### config.mk
export PLATFORM = sky130hd
export DESIGN_NAME = alu_operand_stack
export DESIGN_NICKNAME = d
export VERILOG_FILES = /design/src/rtl/alu_operand_stack_pkg.sv /design/src/rtl/alu_operand_stack_stack_bank.sv /design/src/rtl/alu_operand_stack.sv
export SDC_FILE = /design/constraint.sdc
export NUM_CORES = 1
export LEC_CHECK = 0
export CORE_MARGIN = 3
export CORE_UTILIZATION = 43
export DETAILED_ROUTE_END_ITERATION = 7
export DONT_BUFFER_PORTS = 1
export HOLD_SLACK_MARGIN = 0.06
export SYNTH_ARGS = -nofsm -noshare
export SYNTH_HDL_FRONTEND = slang
export SYNTH_SLANG_ARGS = --single-unit
### constraint.sdc
create_clock -name clk -period 3.2 [get_ports clk]
set_clock_uncertainty 0.15 [all_clocks]
set_input_delay 0.48 -clock clk [delete_from_list [all_inputs] [get_ports clk]]
set_output_delay 0.48 -clock clk [all_outputs]
set_load 0.005 [all_outputs]
### src/rtl/alu_operand_stack_pkg.sv
// Shared types for the ALU operand stack: data width,
// command and controller state encodings.
package alu_operand_stack_pkg;

   localparam int ALU_W = 8;

   typedef enum logic [1:0] {
      CMD_NOP    = 2'b00,
      CMD_PUSH   = 2'b01,
      CMD_POP    = 2'b10,
      CMD_REDUCE = 2'b11
   } cmd_e;

   typedef enum logic {
      ST_IDLE     = 1'b0,
      ST_WAIT_ALU = 1'b1
   } state_e;

   function automatic int idx_w(input int n);
      return (n > 1) ? $clog2(n) : 1;
   endfunction

endpackage

### src/rtl/alu_operand_stack_stack_bank.sv
// NSTACK x DEPTH operand storage with per-stack depth counters,
// one write port and top/second read ports on the selected stack.
module stack_bank
   import alu_operand_stack_pkg::*;
#(
   parameter int NSTACK = 4,
   parameter int DEPTH  = 8,
   parameter int W      = ALU_W,
   localparam int SW    = idx_w(NSTACK),
   localparam int AW    = idx_w(DEPTH),
   localparam int DW    = $clog2(DEPTH) + 1
) (
   input  logic          clk,
   input  logic          rst,
   input  logic [SW-1:0] rd_sel,
   output logic [W-1:0]  rd_top,
   output logic [W-1:0]  rd_sec,
   output logic [DW-1:0] rd_depth,
   input  logic          wr_en,
   input  logic [SW-1:0] wr_sel,
   input  logic [AW-1:0] wr_addr,
   input  logic [W-1:0]  wr_data,
   input  logic          dp_en,
   input  logic [SW-1:0] dp_sel,
   input  logic [DW-1:0] dp_val
);

   logic [W-1:0]  mem [NSTACK][DEPTH];
   logic [DW-1:0] cnt [NSTACK];
   logic [AW-1:0] a_top;
   logic [AW-1:0] a_sec;

   // storage is deliberately left uninitialised by reset
   always_ff @(posedge clk) begin
      if (wr_en) mem[wr_sel][wr_addr] <= wr_data;
   end

   always_ff @(posedge clk or posedge rst) begin
      if (rst) begin
         for (int i = 0; i < NSTACK; i++) cnt[i] <= '0;
      end else if (dp_en) begin
         cnt[dp_sel] <= dp_val;
      end
   end

   assign rd_depth = cnt[rd_sel];
   assign a_top    = AW'(rd_depth - DW'(1));
   assign a_sec    = AW'(rd_depth - DW'(2));
   assign rd_top   = (rd_depth == '0) ? '0 : mem[rd_sel][a_top];
   assign rd_sec   = mem[rd_sel][a_sec];

endmodule

### src/rtl/alu_operand_stack.sv
// Operand stack controller: PUSH/POP/REDUCE command handshake,
// ALU request/ack sequencing and sticky error flags.
module alu_operand_stack
   import alu_operand_stack_pkg::*;
#(
   parameter int NSTACK = 4,
   parameter int DEPTH  = 8,
   parameter int W      = ALU_W,
   localparam int SW    = idx_w(NSTACK),
   localparam int AW    = idx_w(DEPTH),
   localparam int DW    = $clog2(DEPTH) + 1
) (
   input  logic          clk,
   input  logic          rst,
   input  logic          cmd_valid,
   output logic          cmd_ready,
   input  logic [1:0]    cmd,
   input  logic [SW-1:0] sel,
   input  logic [W-1:0]  push_data,
   output logic          alu_req,
   output logic [W-1:0]  alu_a,
   output logic [W-1:0]  alu_b,
   input  logic          alu_ack,
   input  logic [W-1:0]  alu_result,
   output logic [W-1:0]  top,
   output logic [DW-1:0] depth,
   output logic          full,
   output logic          empty,
   output logic          err_ovf,
   output logic          err_unf
);

   state_e        state_q, state_d;
   logic [SW-1:0] k_q, k_d;
   logic [DW-1:0] dk_q, dk_d;
   logic [W-1:0]  a_q, a_d, b_q, b_d;
   logic          ovf_q, ovf_d, unf_q, unf_d;
   logic [W-1:0]  sec;
   logic          wr_en, dp_en;
   logic [SW-1:0] wr_sel, dp_sel;
   logic [AW-1:0] wr_addr;
   logic [W-1:0]  wr_data;
   logic [DW-1:0] dp_val;
   cmd_e          op;

   stack_bank #(
      .NSTACK (NSTACK),
      .DEPTH  (DEPTH),
      .W      (W)
   ) u_bank (
      .clk      (clk),
      .rst      (rst),
      .rd_sel   (sel),
      .rd_top   (top),
      .rd_sec   (sec),
      .rd_depth (depth),
      .wr_en    (wr_en),
      .wr_sel   (wr_sel),
      .wr_addr  (wr_addr),
      .wr_data  (wr_data),
      .dp_en    (dp_en),
      .dp_sel   (dp_sel),
      .dp_val   (dp_val)
   );

   assign op        = cmd_e'(cmd);
   assign full      = (depth == DW'(DEPTH));
   assign empty     = (depth == '0);
   assign cmd_ready = (state_q == ST_IDLE);
   assign alu_req   = (state_q == ST_WAIT_ALU);
   assign alu_a     = a_q;
   assign alu_b     = b_q;
   assign err_ovf   = ovf_q;
   assign err_unf   = unf_q;

   always_ff @(posedge clk or posedge rst) begin
      if (rst) begin
         state_q <= ST_IDLE;
         k_q     <= '0;
         dk_q    <= '0;
         a_q     <= '0;
         b_q     <= '0;
         ovf_q   <= 1'b0;
         unf_q   <= 1'b0;
      end else begin
         state_q <= state_d;
         k_q     <= k_d;
         dk_q    <= dk_d;
         a_q     <= a_d;
         b_q     <= b_d;
         ovf_q   <= ovf_d;
         unf_q   <= unf_d;
      end
   end

   always_comb begin
      state_d = state_q;
      k_d     = k_q;
      dk_d    = dk_q;
      a_d     = a_q;
      b_d     = b_q;
      ovf_d   = ovf_q;
      unf_d   = unf_q;
      wr_en   = 1'b0;
      wr_sel  = sel;
      wr_addr = AW'(depth);
      wr_data = push_data;
      dp_en   = 1'b0;
      dp_sel  = sel;
      dp_val  = depth;
      unique case (state_q)
         ST_IDLE: begin
            if (cmd_valid) begin
               unique case (op)
                  CMD_PUSH: begin
                     if (full) begin
                        ovf_d = 1'b1;
                     end else begin
                        wr_en  = 1'b1;
                        dp_en  = 1'b1;
                        dp_val = depth + DW'(1);
                     end
                  end
                  CMD_POP: begin
                     if (empty) begin
                        unf_d = 1'b1;
                     end else begin
                        dp_en  = 1'b1;
                        dp_val = depth - DW'(1);
                     end
                  end
                  CMD_REDUCE: begin
                     if (depth < DW'(2)) begin
                        unf_d = 1'b1;
                     end else begin
                        state_d = ST_WAIT_ALU;
                        k_d     = sel;
                        dk_d    = depth;
                        a_d     = top;
                        b_d     = sec;
                     end
                  end
                  default: ;
               endcase
            end
         end
         ST_WAIT_ALU: begin
            // result replaces the two operands: write at old depth-2
            if (alu_ack) begin
               wr_en   = 1'b1;
               wr_sel  = k_q;
               wr_addr = AW'(dk_q - DW'(2));
               wr_data = alu_result;
               dp_en   = 1'b1;
               dp_sel  = k_q;
               dp_val  = dk_q - DW'(1);
               state_d = ST_IDLE;
            end
         end
         default: state_d = ST_IDLE;
      endcase
   end

endmodule

==> summary.md <==
| Metric | Value |
|---|---|
| Status | complete, but fails checks |
| Failing checks | negative setup slack |
| Reg2Reg Setup Slack | 230 ps |
| Final core occ | 50.1% |
| Cell leakage power | 5.28 nW |
| Clock buffer count from CTS | 30 |
| Comb pwr share | 30.1% |
| Final Cycle Share | 105% |
| Vias in the first global route | 7,231 |
| Final wirelength | 31,100 um |
| Min-delay worst type | in2reg |
| Critical Path AT | 2730 ps |
| Maximum vdd drop | 0.429 mV |
| Yosys reg bits | 297 |
| Synthesized area | 13,100 sq um |
| PD cells | 781 nW/um^2 |
| # port buffers | 0 |
| H-tree levels | 1 |
| Overall Global Routing Usage | 18.9% |
| Die Area | 32,600 sq um |
| Initial antenna violation count | 0 |
| Final hold violation count | 0 |
| Net Switching | 3.48 mW |
| Row count | 63 |
| Worst setup EP type | output port |
| Mux contribution to synthesized area | 21.7% |
| Syn Area/Cell | 17.8 sq um |
| TritonCTS clock tree | done |
| Worst-path fanout max | 8 |
| RSZ-0062 raised after global routing | true |
| Die W | 181 um |
| Max-cap violations | 0 |
| Synth Area in Adders | 1.05% |
| Largest net degree at the start of global routing | 77 |
| First-pass DRT Iterations | 5 |
| Number of nets in the layout | 835 |
| Cells after Synth | 739 |
| Final setup margin | -161 ps |
| Asr flop ratio synth | 13.8% |
| First-pass GRT wire length | 46,500 um |
| Fin cells | 1,213 |
| Layout area overhead | 14.0% |
| Clock share of power | 29.2% |
| IO Count | 58 |
| Grt peak-use layer | met2 |
| Placed Cells | 1,144 |
| DP Worst Slack | 15.2 ps |
| Sw frac | 29.8% |
| Share of cells above drive strength 1 | 28.0% |
| Clk sinks | 297 |
| Seq/Total Area, Yosys | 66.4% |
| EDFF count, synth | 256 |
| DP HPWL | 20,100 um |
| F_max | 298 MHz |
| Crit Path Class | reg2out |
| Count of cell types in the netlist | 52 |
| Syn_nets | 774 |
| Die Ht | 181 um |
| Vias post-DR | 6,976 |
| Final total power | 11.7 mW |
| Fin. max-slew vios | 0 |
| Drt initial violations | 456 |
| Element type at the critical path start | flop |
| Detailed-route wire length per cell | 25.6 um |
| Simple-gate share of the synthesized area | 4.80% |
| Slew Limit Headroom | 47.9% |
| Worst skew pair latency | 550 ps |
| Met2 Use GR | 31.5% |
| Gp weighted congestion | 0.874 |
| Vias per cell | 5.75 |
| Seq pwr share | 40.7% |
| Top FF cell, synth | edfxtp_1 |
| CORE AREA | 29,900 sq um |
| Compound-gate portion of the synthesized area | 3.03% |
| Worst-Margin Slew | 779 ps |
| Internal power | 8.20 mW |
| Yosys warning count | 0 |
| Largest family of logic cells by synthesized area | multiplexers |
| Root Driver | clkbuf_16 |
| Minimum clock period | 3360 ps |
| Global route overflow | 0 |
| Starting density of the core | 43.9% |
| Worst-case clock buffer depth | 3 |
| Worst-path clk slew | 60 ps |
| M3 GR Usage | 3.63% |
| Antenna-violating nets left | 0 |
| Synth Area in XOR/XNOR | 0.343% |
| Final setup vio count | 8 |
| GR Util met1 | 25.8% |
| Drc violations | 0 |
| CP Data Required Time | 2570 ps |
power groups by stage:
stage,Sequential (mW),Combinational (mW),Clock [mW]
floorplan,4.78,2.28,0
global placement,4.83,2.92,0
detailed placement,4.84,2.99,0
CTS,4.76,3.46,3.49
global route,4.79,3.74,3.65
finish,4.76,3.51,3.41
final timing paths:
kind	from	to	depth (start not counted)
max reg2reg	u_bank.cnt[2]$_DFFE_PP0P_	u_bank.cnt[11]$_DFFE_PP0P_	8
min	alu_ack	u_bank.cnt[4]$_DFFE_PP0P_	3
max in group asynchronous	rst	alu_b[4]$_DFFE_PP0P_	3
max	u_bank.cnt[12]$_DFFE_PP0P_	top[2]	7
min in group asynchronous	rst	err_unf$_DFFE_PP0P_	3
min reg2reg	u_bank.cnt[7]$_DFFE_PP0P_	u_bank.cnt[7]$_DFFE_PP0P_	1
placed cells by master (no fill, tap or decap), types with 13 or more instances in the layout:
cell       netlist  routed
buf_4            0      62
clkbuf_1        14      13
clkbuf_16        0      32
dfrtp_1         41      41
edfxtp_1       256     256
mux2_2          20      18
mux2i_1         70      70
mux4_2          75      83
nand2_1         51      51
nand3_1         15      15
nor2_1          44      36
o21ai_0         18      18
critical path, stage by stage, from the launching register on:
cell,delay (ps)
dfrtp_1,380
mux2_4,300
mux2i_4,270
ha_4,220
xnor2_4,120
buf_12,160
mux4_2,580
nor2_4,140
timing repair:
action,4_1_cts,5_1_grt
cloned,2,0
pin swaps,3,3
setup endpoints to repair,8,10
buffers inserted,6,2
gates resized for setup,32,3
hold buffers,4,0
hold endpoints to repair,44,0
cell usage after synthesis (2+ instances only):
master    instances  share of area (%)
a21o_1            4               0.23
a21oi_1           7               0.27
a32o_1            4               0.31
a41oi_1           4               0.27
and2_1            6               0.29
buf_1             2              0.057
buf_2             9               0.34
buf_6            17                1.5
clkbuf_1         14               0.40
dfrtp_1          41                7.8
edfxtp_1        256                 59
ha_1             11                1.0
inv_1            13               0.37
mux2_2           20                1.7
mux2i_1          70                5.3
mux4_1            8                1.6
mux4_2           75                 13
nand2_1          51                1.5
nand2b_1          5               0.24
nand3_1          15               0.57
nor2_1           44                1.3
nor2b_1           3               0.14
nor3b_1           2               0.11
nor4bb_1          2               0.15
o21a_1            3               0.17
o21ai_0          18               0.69
o21ai_1           3               0.11
o31ai_1           5               0.29
or3_1             3               0.14
xnor2_1           2               0.13
sequential cells by signal, summed over array words and instances (netlist names):
register    flops
dk_q            4
k_q             2
alu_a           8
err_unf         1
err_ovf         1
alu_req         1
alu_b           8
u_bank.mem    256
u_bank.cnt     16
stage by stage:
step / hold WS, ps / setup TNS, ps / area, sq um
floorplan: 301 / 0 / 13100
global placement: 329 / 0 / 13800
detailed placement: 332 / 0 / 13800
CTS: 101 / -1230 / 14900
global route: 138 / -1750 / 15000
finish: 136 / -1080 / 15000
routing by layer:
layer | vias up | share of wire [%]
met4 | 0 | 2.0
met1 | 3659 | 42
met5 | - | 0
met2 | 211 | 49
li1 | 3062 | -
met3 | 44 | 6.3
final cells by class:
cell class              count  area, sq um
clock buffers              47          877
inverters                  14         60.1
multi-input cells         386         4120
fillers                  2404        14900
clock inverters             7         86.3
well taps                 390          488
diodes                      1         2.50
repair buffers             71          602
flip-flops and latches    297         8710
cell families after synthesis:
group           count (synthesis)
xor+xnor                        3
fa+ha+maj                      11
compound gates                 59
mux                           174
buf+inv                        56
simple gates                  139
flops                         297
Note: power is estimated with default switching activity, not from simulation.
